File: src/rtl/apb_master_mc_if.sv
// apb_master_mc_if: request/response channels and APB bus of the multi-select APB master
interface apb_master_mc_if #(
    parameter int APB_DATA_WIDTH = 32,
    parameter int APB_ADDR_WIDTH = 32,
    parameter int SLAVE_DEVICES  = 4
);
    localparam int SW = APB_DATA_WIDTH / 8;
    logic                                    req_valid_in;
    logic                                    req_ready_out;
    logic [APB_ADDR_WIDTH-1:0]               req_addr_in;
    logic                                    req_write_in;
    logic [APB_DATA_WIDTH-1:0]               req_wdata_in;
    logic [SW-1:0]                           req_strb_in;
    logic [2:0]                              req_prot_in;
    logic                                    rsp_valid_out;
    logic                                    rsp_ready_in;
    logic [APB_DATA_WIDTH-1:0]               rsp_rdata_out;
    logic [1:0]                              rsp_err_out;
    logic [APB_ADDR_WIDTH-1:0]               apb_paddr_out;
    logic [SLAVE_DEVICES-1:0]                apb_psel_out;
    logic                                    apb_penable_out;
    logic                                    apb_pwrite_out;
    logic [APB_DATA_WIDTH-1:0]               apb_pwdata_out;
    logic [SW-1:0]                           apb_pstrb_out;
    logic [2:0]                              apb_pprot_out;
    logic [SLAVE_DEVICES*APB_DATA_WIDTH-1:0] apb_prdata_in;
    logic [SLAVE_DEVICES-1:0]                apb_pready_in;
    logic [SLAVE_DEVICES-1:0]                apb_pslverr_in;

    modport master (
        input  req_valid_in, req_addr_in, req_write_in, req_wdata_in, req_strb_in, req_prot_in,
        input  rsp_ready_in, apb_prdata_in, apb_pready_in, apb_pslverr_in,
        output req_ready_out, rsp_valid_out, rsp_rdata_out, rsp_err_out,
        output apb_paddr_out, apb_psel_out, apb_penable_out, apb_pwrite_out,
        output apb_pwdata_out, apb_pstrb_out, apb_pprot_out
    );

    modport slave (
        output req_valid_in, req_addr_in, req_write_in, req_wdata_in, req_strb_in, req_prot_in,
        output rsp_ready_in, apb_prdata_in, apb_pready_in, apb_pslverr_in,
        input  req_ready_out, rsp_valid_out, rsp_rdata_out, rsp_err_out,
        input  apb_paddr_out, apb_psel_out, apb_penable_out, apb_pwrite_out,
        input  apb_pwdata_out, apb_pstrb_out, apb_pprot_out
    );
endinterface

File: src/rtl/apb_master_mc.sv
// apb_master_mc: single-request APB master bridge decoding an address onto one of several psel lines
module apb_master_mc #(
    parameter int APB_DATA_WIDTH = 32,
    parameter int APB_ADDR_WIDTH = 32,
    parameter int SLAVE_DEVICES  = 4,
    parameter int SEL_LSB        = 12,
    parameter int TIMEOUT_CYCLE  = 16
) (
    input logic            apb_clk_in,
    input logic            apb_rstn_in,
    apb_master_mc_if.master bus
);
    localparam int DW = APB_DATA_WIDTH;
    localparam int AW = APB_ADDR_WIDTH;
    localparam int SW = DW / 8;
    // index field is one bit wider than the slave count needs so out-of-range selects are detectable
    localparam int IW = $clog2(SLAVE_DEVICES + 1);
    localparam int CW = (TIMEOUT_CYCLE > 1) ? $clog2(TIMEOUT_CYCLE + 1) : 1;

    typedef enum logic [1:0] {IDLE, SETUP, ACCESS, RESP} state_t;

    state_t          state_q, state_d;
    logic [AW-1:0]   addr_q, addr_d;
    logic            write_q, write_d;
    logic [DW-1:0]   wdata_q, wdata_d;
    logic [SW-1:0]   strb_q, strb_d;
    logic [2:0]      prot_q, prot_d;
    logic [IW-1:0]   idx_q, idx_d;
    logic [CW-1:0]   cnt_q, cnt_d;
    logic [DW-1:0]   rdata_q, rdata_d;
    logic [1:0]      err_q, err_d;

    logic [IW-1:0]            req_idx;
    logic [DW-1:0]            prdata_sel;
    logic                     pready_sel;
    logic                     pslverr_sel;
    logic [SLAVE_DEVICES-1:0] psel_1h;
    logic                     active;
    logic                     rsp_v;

    assign req_idx = bus.req_addr_in[SEL_LSB +: IW];
    assign active  = (state_q == SETUP) || (state_q == ACCESS);
    assign rsp_v   = (state_q == RESP);

    // mux the addressed slave's return signals and build the one-hot select
    always_comb begin
        prdata_sel  = '0;
        pready_sel  = 1'b0;
        pslverr_sel = 1'b0;
        psel_1h     = '0;
        for (int i = 0; i < SLAVE_DEVICES; i++) begin
            if (idx_q == IW'(i)) begin
                prdata_sel  = bus.apb_prdata_in[i*DW +: DW];
                pready_sel  = bus.apb_pready_in[i];
                pslverr_sel = bus.apb_pslverr_in[i];
                psel_1h[i]  = 1'b1;
            end
        end
    end

    // next-state and datapath capture for the transfer sequencer
    always_comb begin
        state_d = state_q;
        addr_d  = addr_q;
        write_d = write_q;
        wdata_d = wdata_q;
        strb_d  = strb_q;
        prot_d  = prot_q;
        idx_d   = idx_q;
        cnt_d   = cnt_q;
        rdata_d = rdata_q;
        err_d   = err_q;
        case (state_q)
            IDLE: begin
                if (bus.req_valid_in) begin
                    addr_d  = bus.req_addr_in;
                    write_d = bus.req_write_in;
                    wdata_d = bus.req_write_in ? bus.req_wdata_in : '0;
                    strb_d  = bus.req_write_in ? bus.req_strb_in : '0;
                    prot_d  = bus.req_prot_in;
                    idx_d   = req_idx;
                    cnt_d   = '0;
                    rdata_d = '0;
                    err_d   = (req_idx < IW'(SLAVE_DEVICES)) ? 2'b00 : 2'b11;
                    state_d = (req_idx < IW'(SLAVE_DEVICES)) ? SETUP : RESP;
                end
            end
            SETUP: begin
                cnt_d   = '0;
                state_d = ACCESS;
            end
            ACCESS: begin
                if (pready_sel) begin
                    rdata_d = (write_q || pslverr_sel) ? '0 : prdata_sel;
                    err_d   = pslverr_sel ? 2'b01 : 2'b00;
                    state_d = RESP;
                end else if (cnt_q == CW'(TIMEOUT_CYCLE - 1)) begin
                    rdata_d = '0;
                    err_d   = 2'b10;
                    state_d = RESP;
                end else begin
                    cnt_d = cnt_q + CW'(1);
                end
            end
            RESP: state_d = bus.rsp_ready_in ? IDLE : RESP;
            default: state_d = IDLE;
        endcase
    end

    // state and captured request/response registers, cleared asynchronously
    always_ff @(posedge apb_clk_in or negedge apb_rstn_in) begin
        if (!apb_rstn_in) begin
            state_q <= IDLE;
            addr_q  <= '0;
            write_q <= 1'b0;
            wdata_q <= '0;
            strb_q  <= '0;
            prot_q  <= '0;
            idx_q   <= '0;
            cnt_q   <= '0;
            rdata_q <= '0;
            err_q   <= '0;
        end else begin
            state_q <= state_d;
            addr_q  <= addr_d;
            write_q <= write_d;
            wdata_q <= wdata_d;
            strb_q  <= strb_d;
            prot_q  <= prot_d;
            idx_q   <= idx_d;
            cnt_q   <= cnt_d;
            rdata_q <= rdata_d;
            err_q   <= err_d;
        end
    end

    assign bus.req_ready_out   = (state_q == IDLE);
    assign bus.rsp_valid_out   = rsp_v;
    assign bus.rsp_rdata_out   = rsp_v ? rdata_q : '0;
    assign bus.rsp_err_out     = rsp_v ? err_q : 2'b00;
    assign bus.apb_paddr_out   = active ? addr_q : '0;
    assign bus.apb_psel_out    = active ? psel_1h : '0;
    assign bus.apb_penable_out = (state_q == ACCESS);
    assign bus.apb_pwrite_out  = active ? write_q : 1'b0;
    assign bus.apb_pwdata_out  = active ? wdata_q : '0;
    assign bus.apb_pstrb_out   = active ? strb_q : '0;
    assign bus.apb_pprot_out   = active ? prot_q : 3'b000;
endmodule

File: src/flat_wrapper.sv
// flat-port wrapper written by rule: the top's interface ports become plain ports
module apb_master_mc_flat 
#(
    parameter int APB_DATA_WIDTH = 32,
    parameter int APB_ADDR_WIDTH = 32,
    parameter int SLAVE_DEVICES  = 4,
    parameter int SEL_LSB        = 12,
    parameter int TIMEOUT_CYCLE  = 16
)
  (apb_clk_in, apb_rstn_in, bus_req_valid_in, bus_req_addr_in, bus_req_write_in, bus_req_wdata_in, bus_req_strb_in, bus_req_prot_in, bus_rsp_ready_in, bus_apb_prdata_in, bus_apb_pready_in, bus_apb_pslverr_in, bus_req_ready_out, bus_rsp_valid_out, bus_rsp_rdata_out, bus_rsp_err_out, bus_apb_paddr_out, bus_apb_psel_out, bus_apb_penable_out, bus_apb_pwrite_out, bus_apb_pwdata_out, bus_apb_pstrb_out, bus_apb_pprot_out);
  apb_master_mc_if #(.APB_DATA_WIDTH(APB_DATA_WIDTH), .APB_ADDR_WIDTH(APB_ADDR_WIDTH), .SLAVE_DEVICES(SLAVE_DEVICES)) bus_i ();
  input logic apb_clk_in;
  input logic apb_rstn_in;
  input wire logic [$bits(bus_i.req_valid_in)-1:0] bus_req_valid_in;
  input wire logic [$bits(bus_i.req_addr_in)-1:0] bus_req_addr_in;
  input wire logic [$bits(bus_i.req_write_in)-1:0] bus_req_write_in;
  input wire logic [$bits(bus_i.req_wdata_in)-1:0] bus_req_wdata_in;
  input wire logic [$bits(bus_i.req_strb_in)-1:0] bus_req_strb_in;
  input wire logic [$bits(bus_i.req_prot_in)-1:0] bus_req_prot_in;
  input wire logic [$bits(bus_i.rsp_ready_in)-1:0] bus_rsp_ready_in;
  input wire logic [$bits(bus_i.apb_prdata_in)-1:0] bus_apb_prdata_in;
  input wire logic [$bits(bus_i.apb_pready_in)-1:0] bus_apb_pready_in;
  input wire logic [$bits(bus_i.apb_pslverr_in)-1:0] bus_apb_pslverr_in;
  output wire logic [$bits(bus_i.req_ready_out)-1:0] bus_req_ready_out;
  output wire logic [$bits(bus_i.rsp_valid_out)-1:0] bus_rsp_valid_out;
  output wire logic [$bits(bus_i.rsp_rdata_out)-1:0] bus_rsp_rdata_out;
  output wire logic [$bits(bus_i.rsp_err_out)-1:0] bus_rsp_err_out;
  output wire logic [$bits(bus_i.apb_paddr_out)-1:0] bus_apb_paddr_out;
  output wire logic [$bits(bus_i.apb_psel_out)-1:0] bus_apb_psel_out;
  output wire logic [$bits(bus_i.apb_penable_out)-1:0] bus_apb_penable_out;
  output wire logic [$bits(bus_i.apb_pwrite_out)-1:0] bus_apb_pwrite_out;
  output wire logic [$bits(bus_i.apb_pwdata_out)-1:0] bus_apb_pwdata_out;
  output wire logic [$bits(bus_i.apb_pstrb_out)-1:0] bus_apb_pstrb_out;
  output wire logic [$bits(bus_i.apb_pprot_out)-1:0] bus_apb_pprot_out;
  assign bus_i.req_valid_in = bus_req_valid_in;
  assign bus_i.req_addr_in = bus_req_addr_in;
  assign bus_i.req_write_in = bus_req_write_in;
  assign bus_i.req_wdata_in = bus_req_wdata_in;
  assign bus_i.req_strb_in = bus_req_strb_in;
  assign bus_i.req_prot_in = bus_req_prot_in;
  assign bus_i.rsp_ready_in = bus_rsp_ready_in;
  assign bus_i.apb_prdata_in = bus_apb_prdata_in;
  assign bus_i.apb_pready_in = bus_apb_pready_in;
  assign bus_i.apb_pslverr_in = bus_apb_pslverr_in;
  assign bus_req_ready_out = bus_i.req_ready_out;
  assign bus_rsp_valid_out = bus_i.rsp_valid_out;
  assign bus_rsp_rdata_out = bus_i.rsp_rdata_out;
  assign bus_rsp_err_out = bus_i.rsp_err_out;
  assign bus_apb_paddr_out = bus_i.apb_paddr_out;
  assign bus_apb_psel_out = bus_i.apb_psel_out;
  assign bus_apb_penable_out = bus_i.apb_penable_out;
  assign bus_apb_pwrite_out = bus_i.apb_pwrite_out;
  assign bus_apb_pwdata_out = bus_i.apb_pwdata_out;
  assign bus_apb_pstrb_out = bus_i.apb_pstrb_out;
  assign bus_apb_pprot_out = bus_i.apb_pprot_out;
  apb_master_mc #(.APB_DATA_WIDTH(APB_DATA_WIDTH), .APB_ADDR_WIDTH(APB_ADDR_WIDTH), .SLAVE_DEVICES(SLAVE_DEVICES), .SEL_LSB(SEL_LSB), .TIMEOUT_CYCLE(TIMEOUT_CYCLE)) u_core (.apb_clk_in(apb_clk_in), .apb_rstn_in(apb_rstn_in), .bus(bus_i));
endmodule
File: config.mk
export PLATFORM = sky130hd
export DESIGN_NAME = apb_master_mc_flat
export DESIGN_NICKNAME = d
export VERILOG_FILES = /design/src/rtl/apb_master_mc_if.sv /design/src/rtl/apb_master_mc.sv /design/src/flat_wrapper.sv
export SDC_FILE = /design/constraint.sdc
export NUM_CORES = 1
export LEC_CHECK = 0
export BUFFER_PORTS_ARGS = -buffer_cell sky130_fd_sc_hd__clkbuf_2
export CELL_PAD_IN_SITES_DETAIL_PLACEMENT = 1
export CELL_PAD_IN_SITES_GLOBAL_PLACEMENT = 1
export CORE_MARGIN = 3
export CORE_UTILIZATION = 31
export DETAILED_ROUTE_END_ITERATION = 10
export GPL_ROUTABILITY_DRIVEN = 0
export PLACE_DENSITY_LB_ADDON = 0.1
export SETUP_SLACK_MARGIN = 0.5
export SLEW_MARGIN = 30
export SYNTH_ARGS = -nofsm -noshare
export SYNTH_HDL_FRONTEND = slang
export SYNTH_SLANG_ARGS = --single-unit
export TNS_END_PERCENT = 30
File: constraint.sdc
create_clock -name apb_clk_in -period 2.2 [get_ports apb_clk_in]
set_input_delay 0.22 -clock apb_clk_in [delete_from_list [all_inputs] [get_ports apb_clk_in]]
set_output_delay 0.22 -clock apb_clk_in [all_outputs]
set_load 0.01 [all_outputs]
Word-level counts from Yosys, hierarchy flattened
Cells that the tools add are included.
- register bits after elaboration: 116
- bits in latches: 0
- bits in writable memories: 0
- memory bits (read-only): 0
- input port bits: 212
- word-level logic and storage cells: 80
- memories kept: 0
- add/sub/neg operators: 1
- multipliers: 0
- divide/modulo/power cells: 0
- magnitude comparators: 1
- equal/unequal tests: 11
- shift operators: 0
- muxes and demuxes: 47
- bitwise logic cells: 0
- reduce and logical (&&, ||, !) cells: 10
- operators by type and width (operator ; number):
    $mux W32 ; 12
    $pmux W32 S2 ; 1
    $mux W2 ; 10
    $mux W5 ; 3
    $pmux W5 S3 ; 1
    $mux W1 ; 14
    $mux W4 ; 3
    $pmux W2 S4 ; 1
    $eq A3 B2 Y1 const B ; 2
    $ne A2 B2 Y1 const B ; 3
    $add A5 B1 Y5 const B ; 1
    $eq A5 B4 Y1 const B ; 1
    $eq A2 B2 Y1 const B ; 2
    $pmux W2 S2 ; 1
    $reduce_and A2 Y1 ; 2
    $reduce_and A4 Y1 ; 1
    $eq A3 B1 Y1 const B ; 1
    $logic_not A3 Y1 ; 1
    $lt A3 B3 Y1 const B ; 1
    $mux W3 ; 1
    $ne A3 B1 Y1 const B ; 1
    $reduce_and A3 Y1 ; 1
    $reduce_bool A3 Y1 ; 1
    $eq A2 B1 Y1 const B ; 1
    other kinds (3) ; 4

Depth between registers and ports, before layout
Gate-level depths: netlist (run 1).
- word-level depth: 9
- depth in mapped cells: 9

Least setup slack after synthesis (run 1)
No wires, ideal clock.
- kind: register to register
- start: register u_core.cnt_q[0]
- end: register u_core.rdata_q[10]
- data arrival time: 1.932 ns
- slack: 0.138 ns
- stages on the path, launching flop included: 10
- buffers on the path: 2
- clock period less this slack: 2.062 ns
- cells stage by stage: dfrtp_1 > ha_1 > and3_1 > ha_1 > nand2b_1 > a221oi_4 > or2_1 > buf_6 > buf_12 > o31ai_2
- cells in the longest elaborated chain, start to end: 3
- RTL lines (what ; line ; source):
    start, declared ; apb_master_mc.sv:29 ; logic [CW-1:0] cnt_q, cnt_d;
    start signal, assigned ; apb_master_mc.sv:131 ; cnt_q <= cnt_d;
    $eq A5 B4 Y1 ; apb_master_mc.sv:97 ; end else if (cnt_q == CW'(TIMEOUT_CYCLE - 1)) begin
    $ne A3 B1 Y1 (no line) ; - ;
    $reduce_and A3 Y1 (no line) ; - ;
    end signal, assigned ; apb_master_mc.sv:132 ; rdata_q <= rdata_d;
    end, declared ; apb_master_mc.sv:30 ; logic [DW-1:0] rdata_q, rdata_d;
Every way passes these cells.
A chain may end at the register's enable or synchronous reset.

Worst setup path in the final report (run 1)
- start: register u_core.state_q[0]
- end: output bus_apb_pwdata_out[8]
- cells in the longest elaborated chain, start to end: 3
- elaborated cells on any way between the ends: 4
- RTL lines (what ; line ; source):
    start, declared ; apb_master_mc.sv:22 ; state_t state_q, state_d;
    start signal, assigned ; apb_master_mc.sv:124 ; state_q <= state_d;
    $eq A2 B1 Y1 / $eq A2 B2 Y1 (equally long branches) ; apb_master_mc.sv:42 ; assign active = (state_q == SETUP) || (state_q == ACCESS);
    $logic_or A1 B1 Y1 (*) ; apb_master_mc.sv:42 ;
    $mux W32 (*) ; apb_master_mc.sv:145 ; assign bus.apb_pwdata_out = active ? wdata_q : '0;
    end, declared ; flat_wrapper.sv:32 ; output wire logic [$bits(bus_i.apb_pwdata_out)-1:0] bus_apb_pwdata_out;
Every way passes the cells marked *; elsewhere a longest branch is shown, timed or not.

==> out/results.ini, run 1 <==
[run_status]
status=complete, no violations

[power_and_ir_drop]
p_comb_share_pct=58.9
p_switching_mw=5.818
pwr_density_cell_nw_per_um2=1485
pwr-share-clk_pct=17.3
p_seq_share_pct=23.7
ir_drop_mv=0.6994
internal-power_mw=8.458
p_leak_nw=4.781
netSwitchingFraction_pct=40.75

[yosys]
ys_warn_count=0
synth_top_family_by_area=multiplexers
synthesis.nets=875
synth_compound_gate_area_share_pct=16.52
syn_inst=657
avgSynthCellArea_sq_um=10.15
synth-xor-area-share_pct=0
synth_edf_count=0
yosysSeqAreaShare_pct=42.42
ys_async_sr_fraction_pct=100.0
synth_ff_type=dfrtp_1
yosys.area_share.simple_pct=16.50
synth.distinct_cells=39
muxShareOfSynthArea_pct=18.39
synth_seq_cells=113
synth_fa_ha_area_share_pct=1.126
synth_area_sq_um=6666

[final_layout]
fin_area_sq_um=9614
fillCellCount=2481
fin_cells=1277
final_common_cell=clkbuf_2
antenna_cells=0
final_cell_mix=315 x clkbuf_2, 112 x dfrtp_1, 104 x and2_1
fin_util_pct=45.59
drive_gt1_share_pct=55.79
final_nets=1207
syn2layout_area_growth_pct=44.22

[drt]
ant_nets=0
wire_per_inst_um=18.36
drt-total-wl_um=23450
drt_iter0_drc=144
drt_first_pass_iters=4
viasPerCell=4.819
drc=0
via_count=6154

[clocking]
clk_latency_ps=410
cts-root-buf=clkbuf_16
cts-htree-levels=4
cts_made_buffers=17
cts_buffer_depth=2
cts_tree=yes
clock_sinks=113
clk_pin_slew_ps=60

[critical_path]
worstSetupEndpointType=output port
cp-start-kind=flip-flop
path_max_fanout=12
worstSetupPathType=reg -> out
cp_cell_sequence=inv_2 -> ha_4 -> buf_4 -> buf_12 -> and2_1 -> buf_4
crit_slowest_cell=dfrtp_1
r2r_slack_ps=260
crit_buf_inv=4
cpMostUsedCell=buf_4
critical_path.max_stage_delay_ps=410
cp.required_ps=1980
arrival_ps=1760
crit_family=buffers and inverters

[floorplan]
start_util_pct=31.61
core-area_sq_um=21090
num_rows=53
fp.dieW_um=152.6
top_level_ports=325
die_area_sq_um=23300
die_y_um=152.6

[global_routing]
grtUsageTotal_pct=19.26
grt_first_pass_wirelength_um=36040
antenna_found_initial=1
grt_pass1_vias=6547
grt_max_degree=78
overflow=0

[timing]
fmax_mhz=504.2
final.min_clock_period_ps=1983
final-hold-violation-count=0
setup_slack_ps=216.8
final_min_period_over_clock_period_pct=90.15
finalSetupViolCount=0
tns_ps=0
rsz0062_at_grt=yes
finalMaxSlewViolations=0
skew_ps=7.322
worstMarginPinSlew_ps=779.9
maxSlewHeadroom_pct=48.01

[run]
cap_violations=0

[placed_design]
dp_slack_ps=15.62
place_area_sq_um=8608
dpl.hpwl_um=16940
port_buffers=324
placedCellCount=1220

[min_path]
hp-class=in -> reg

[per-layer routing]
metal | global-route usage [%] | routed length [um] | up-vias
met4 | 4.497 | 211 | 2
met2 | 33.28 | 11670 | 215
met3 | 7.526 | 2095 | 18
li1 | - | - | 2955
met5 | 0 | 13 | -
met1 | 22.62 | 9457 | 2964
[tightest hold or removal path, delay by kind of cell]
family,cells,cell delay (ps)
compound gates,1,60
simple gates,1,40
buf+inv,1,80
[cell type report]
class	instances	area, sq um	area share [%]
multi-input cells	477	3610	37.55
flip-flops and latches	113	2829	29.42
repair buffers	372	2265	23.56
clock buffers	19	442.9	4.607
well taps	275	344.1	3.579
clock inverters	13	91.34	0.9500
inverters	8	32.53	0.3384
[kinds of logic (layout without fill, tap and decap cells)]
group | after synthesis | count (layout)
compound gates | 152 | 152
mux | 109 | 109
fa+ha+maj | 6 | 6
buf+inv | 67 | 412
flops | 113 | 113
simple gates | 210 | 210
[power groups by stage]
stage	registers (mW)	logic (mW)	clock network (mW)
finish	3.39	8.41	2.47
global placement	3.36	7.10	0
global route	3.51	9.22	2.65
detailed placement	3.41	7.11	0
floorplan	3.22	4.83	0
CTS	3.40	7.80	2.55
[synthesized netlist by cell type, types with 2 or more instances]
cell	instances	area, sq um
dfrtp_1	113	2828
nand2_1	79	296.5
nand2b_1	4	25.02
mux2_4	2	30.03
nor2_1	8	30.03
or2_1	2	12.51
o22ai_1	33	206.5
o31ai_2	30	375.4
buf_6	2	22.52
mux2_2	99	1115
a21oi_1	4	20.02
a221oi_4	2	52.55
o21ai_0	72	360.4
buf_12	3	60.06
o31ai_1	2	15.01
inv_1	8	30.03
nand4_1	2	12.51
mux2i_1	7	70.07
clkbuf_1	37	138.9
ha_1	6	75.07
and2_1	105	656.9
buf_2	17	85.08
o21ai_1	2	10.01
nor4_1	2	12.51
and3_1	2	12.51
[stage by stage]
stage | total power [mW] | hold WS, ps
floorplan | 8.050 | -75.59
global placement | 10.46 | 245.6
detailed placement | 10.53 | 236.0
CTS | 13.75 | 13.21
global route | 15.38 | 27.52
finish | 14.28 | 30.65
[final timing paths]
kind,depth (start not counted),start,endpoint
max,6,u_core.state_q[0]$_DFFE_PN0P_,bus_apb_pwdata_out[8]
min,3,bus_req_wdata_in[19],u_core.wdata_q[19]$_DFFE_PN0P_
max reg2reg,8,u_core.cnt_q[0]$_DFFE_PN0P_,u_core.rdata_q[13]$_DFFE_PN0P_
min reg2reg,2,u_core.strb_q[2]$_DFFE_PN0P_,u_core.strb_q[2]$_DFFE_PN0P_
max in group asynchronous,3,apb_rstn_in,u_core.idx_q[0]$_DFFE_PN0P_
min in group asynchronous,2,apb_rstn_in,u_core.rdata_q[7]$_DFFE_PN0P_
[flip-flops by register name, summed over array words and instances (netlist names)]
signal and flops:
u_core.addr_q 30, u_core.cnt_q 5, u_core.err_q 2, u_core.idx_q 2, u_core.prot_q 3, u_core.rdata_q 32
u_core.state_q 2, u_core.strb_q 4, u_core.wdata_q 32, u_core.write_q 1
[timing repair]
item / in CTS / in global routing
hold buffers: 1 / 0
pin swaps: 7 / 4
setup endpoints to repair: 171 / 172
gates resized for setup: 26 / 24
cloned: 2 / 4
buffers inserted: 11 / 7
endpoints found under the hold margin: 34 / 0
Note: power is estimated with default switching activity, not from simulation.
==> inputs of run 2 (changes only) <==
- SETUP_SLACK_MARGIN: 0.5 -> default
==> run 2 against run 1 <==
- core utilization shrank 1.7 points
- clock skew shrank 1.5 ps
- cell count shrank 1.6%
- first-iteration DRC count grew 17%
- design area shrank 3.7%
- combinational power shrank 15%
- critical endpoint is now u_core.rdata_q[31]$_DFFE_PN0P_
- largest power group unchanged
==> out/results.ini, run 2 (synthesis results as in run 1) <==
[final_layout]
antenna_cells=0
reg_top3=u_core.rdata_q x32, u_core.wdata_q x32, u_core.addr_q x30
regArea_sq_um=2829
fillCellCount=2501
fin_util_pct=43.89
final_nets=1187
syn2layout_area_growth_pct=38.85
multi_input_area_sq_um=3545
final_common_cell=clkbuf_2
drive_gt1_share_pct=53.67
final_cell_mix=323 x clkbuf_2, 112 x dfrtp_1, 105 x and2_1

[run_status]
status=complete, no violations

[global_routing]
antenna_found_initial=1
grt_max_degree=57
overflow=0
grtUsageTotal_pct=18.39
grt_first_pass_wirelength_um=34470
grt_pass1_vias=6363

[clocking]
cts_buffer_depth=2
cts_made_buffers=17
cts-root-buf=clkbuf_16
cts-htree-levels=4
clk_latency_ps=410
clock_sinks=113
cts_tree=yes
clk_pin_slew_ps=60

[drt]
drt_first_pass_iters=4
drt_iter0_drc=169
viasPerCell=4.758
via_count=5981
ant_nets=0
drt-total-wl_um=21790
wire_per_inst_um=17.34
drc=0

[floorplan]
die_area_sq_um=23300
top_level_ports=325
die_y_um=152.6
core-area_sq_um=21090
fp.dieW_um=152.6
start_util_pct=31.61
num_rows=53

[timing]
fmax_mhz=475.2
final_min_period_over_clock_period_pct=95.65
maxSlewHeadroom_pct=48.43
tns_ps=0
finalSetupViolCount=0
final-hold-violation-count=0
final.min_clock_period_ps=2104
worstMarginPinSlew_ps=773.6
finalMaxSlewViolations=0
skew_ps=5.855

[critical_path]
cp.required_ps=2490
worstSetupEndpointType=flip-flop
arrival_ps=2390
cp-start-kind=flip-flop
worstSetupPathType=reg -> reg
path_max_fanout=12

[power_and_ir_drop]
pwr_density_cell_nw_per_um2=1410
fin_total_pwr_mw=13.06
p_leak_nw=4.622
ir_drop_mv=0.6296

[run]
cap_violations=0

[min_path]
hp-class=in -> reg

[placed_design]
dpl.hpwl_um=16410
port_buffers=324

-- run 2: cell count changes in the layout (fill, tap and decap cells not counted), sizes merged --
cell / change
clkbuf: +5
bufbuf: -2
inv: +1
clkinvlp: -1
buf: -23
-- run 2: worst max-delay path, cell delays in order (launching register included) --
cell and delay, ps:
dfrtp_1 410, ha_2 190, and3_1 180, ha_1 190, nand2b_4 160, a221oi_4 330
or2_4 270, buf_12 160, o31ai_1 80
-- run 2: layout make-up --
class                      count  area share [%]
tap                          275           3.717
timing repair buffer         352           21.25
clock buffer                  19           4.893
clock inverter                13          0.9597
multi-input combinational    477           38.29
inverter                       8          0.3244
sequential                   113           30.56
-- run 2: final timing paths --
path / start / to / slack [ps] / cells past startpoint
max in group asynchronous: apb_rstn_in / u_core.addr_q[11]$_DFFE_PN0P_ / 1170 / 3
worst min register to register: u_core.wdata_q[13]$_DFFE_PN0P_ / u_core.wdata_q[13]$_DFFE_PN0P_ / 470 / 2
worst max-delay path: u_core.cnt_q[1]$_DFFE_PN0P_ / u_core.rdata_q[31]$_DFFE_PN0P_ / 100 / 8
worst min-delay path: bus_req_wdata_in[12] / u_core.wdata_q[12]$_DFFE_PN0P_ / 30 / 3
min in group asynchronous: apb_rstn_in / u_core.rdata_q[17]$_DFFE_PN0P_ / 340 / 2
worst max register to register: u_core.cnt_q[1]$_DFFE_PN0P_ / u_core.rdata_q[31]$_DFFE_PN0P_ / 100 / 8
-- run 2: where the power goes --
| group | internal (mW) | switching [mW] | total (mW) |
|---|---|---|---|
| Combinational | 3.22 | 3.95 | 7.17 |
| Sequential | 2.93 | 0.450 | 3.38 |
| Clock | 1.49 | 1.01 | 2.50 |
| Total | 7.64 | 5.42 | 13.1 |
-- run 2: per-stage QoR --
stage,cell area (sq um),setup WS [ps],instances,hold slack [ps]
4_1_cts,9183,3.415,1255,11.35
6_report,9256,95.78,1257,32.13
2_1_floorplan,6666,137.7,657,-75.59
3_3_place_gp,8631,88.74,1222,212.2
3_5_place_dp,8631,13.51,1222,208.2
5_1_grt,9256,-4.055,1257,12.30
-- run 2: timing repair --
item | in CTS | in global routing
buffers inserted | 0 | 1
resized for setup | 0 | 9
hold buffers | 1 | 0
hold endpoints to repair | 28 | 0
setup endpoints to repair | 0 | 57
-- run 2: per-layer routing --
layer	GRT usage [%]	up-vias	wire length, um	part of all wire [%]
li1	-	2922	-	-
met1	21.61	2826	8841	41
met2	31.78	210	10820	50
met3	6.788	21	1842	8.5
met4	4.837	2	279	1.3
met5	0	-	13	0.060
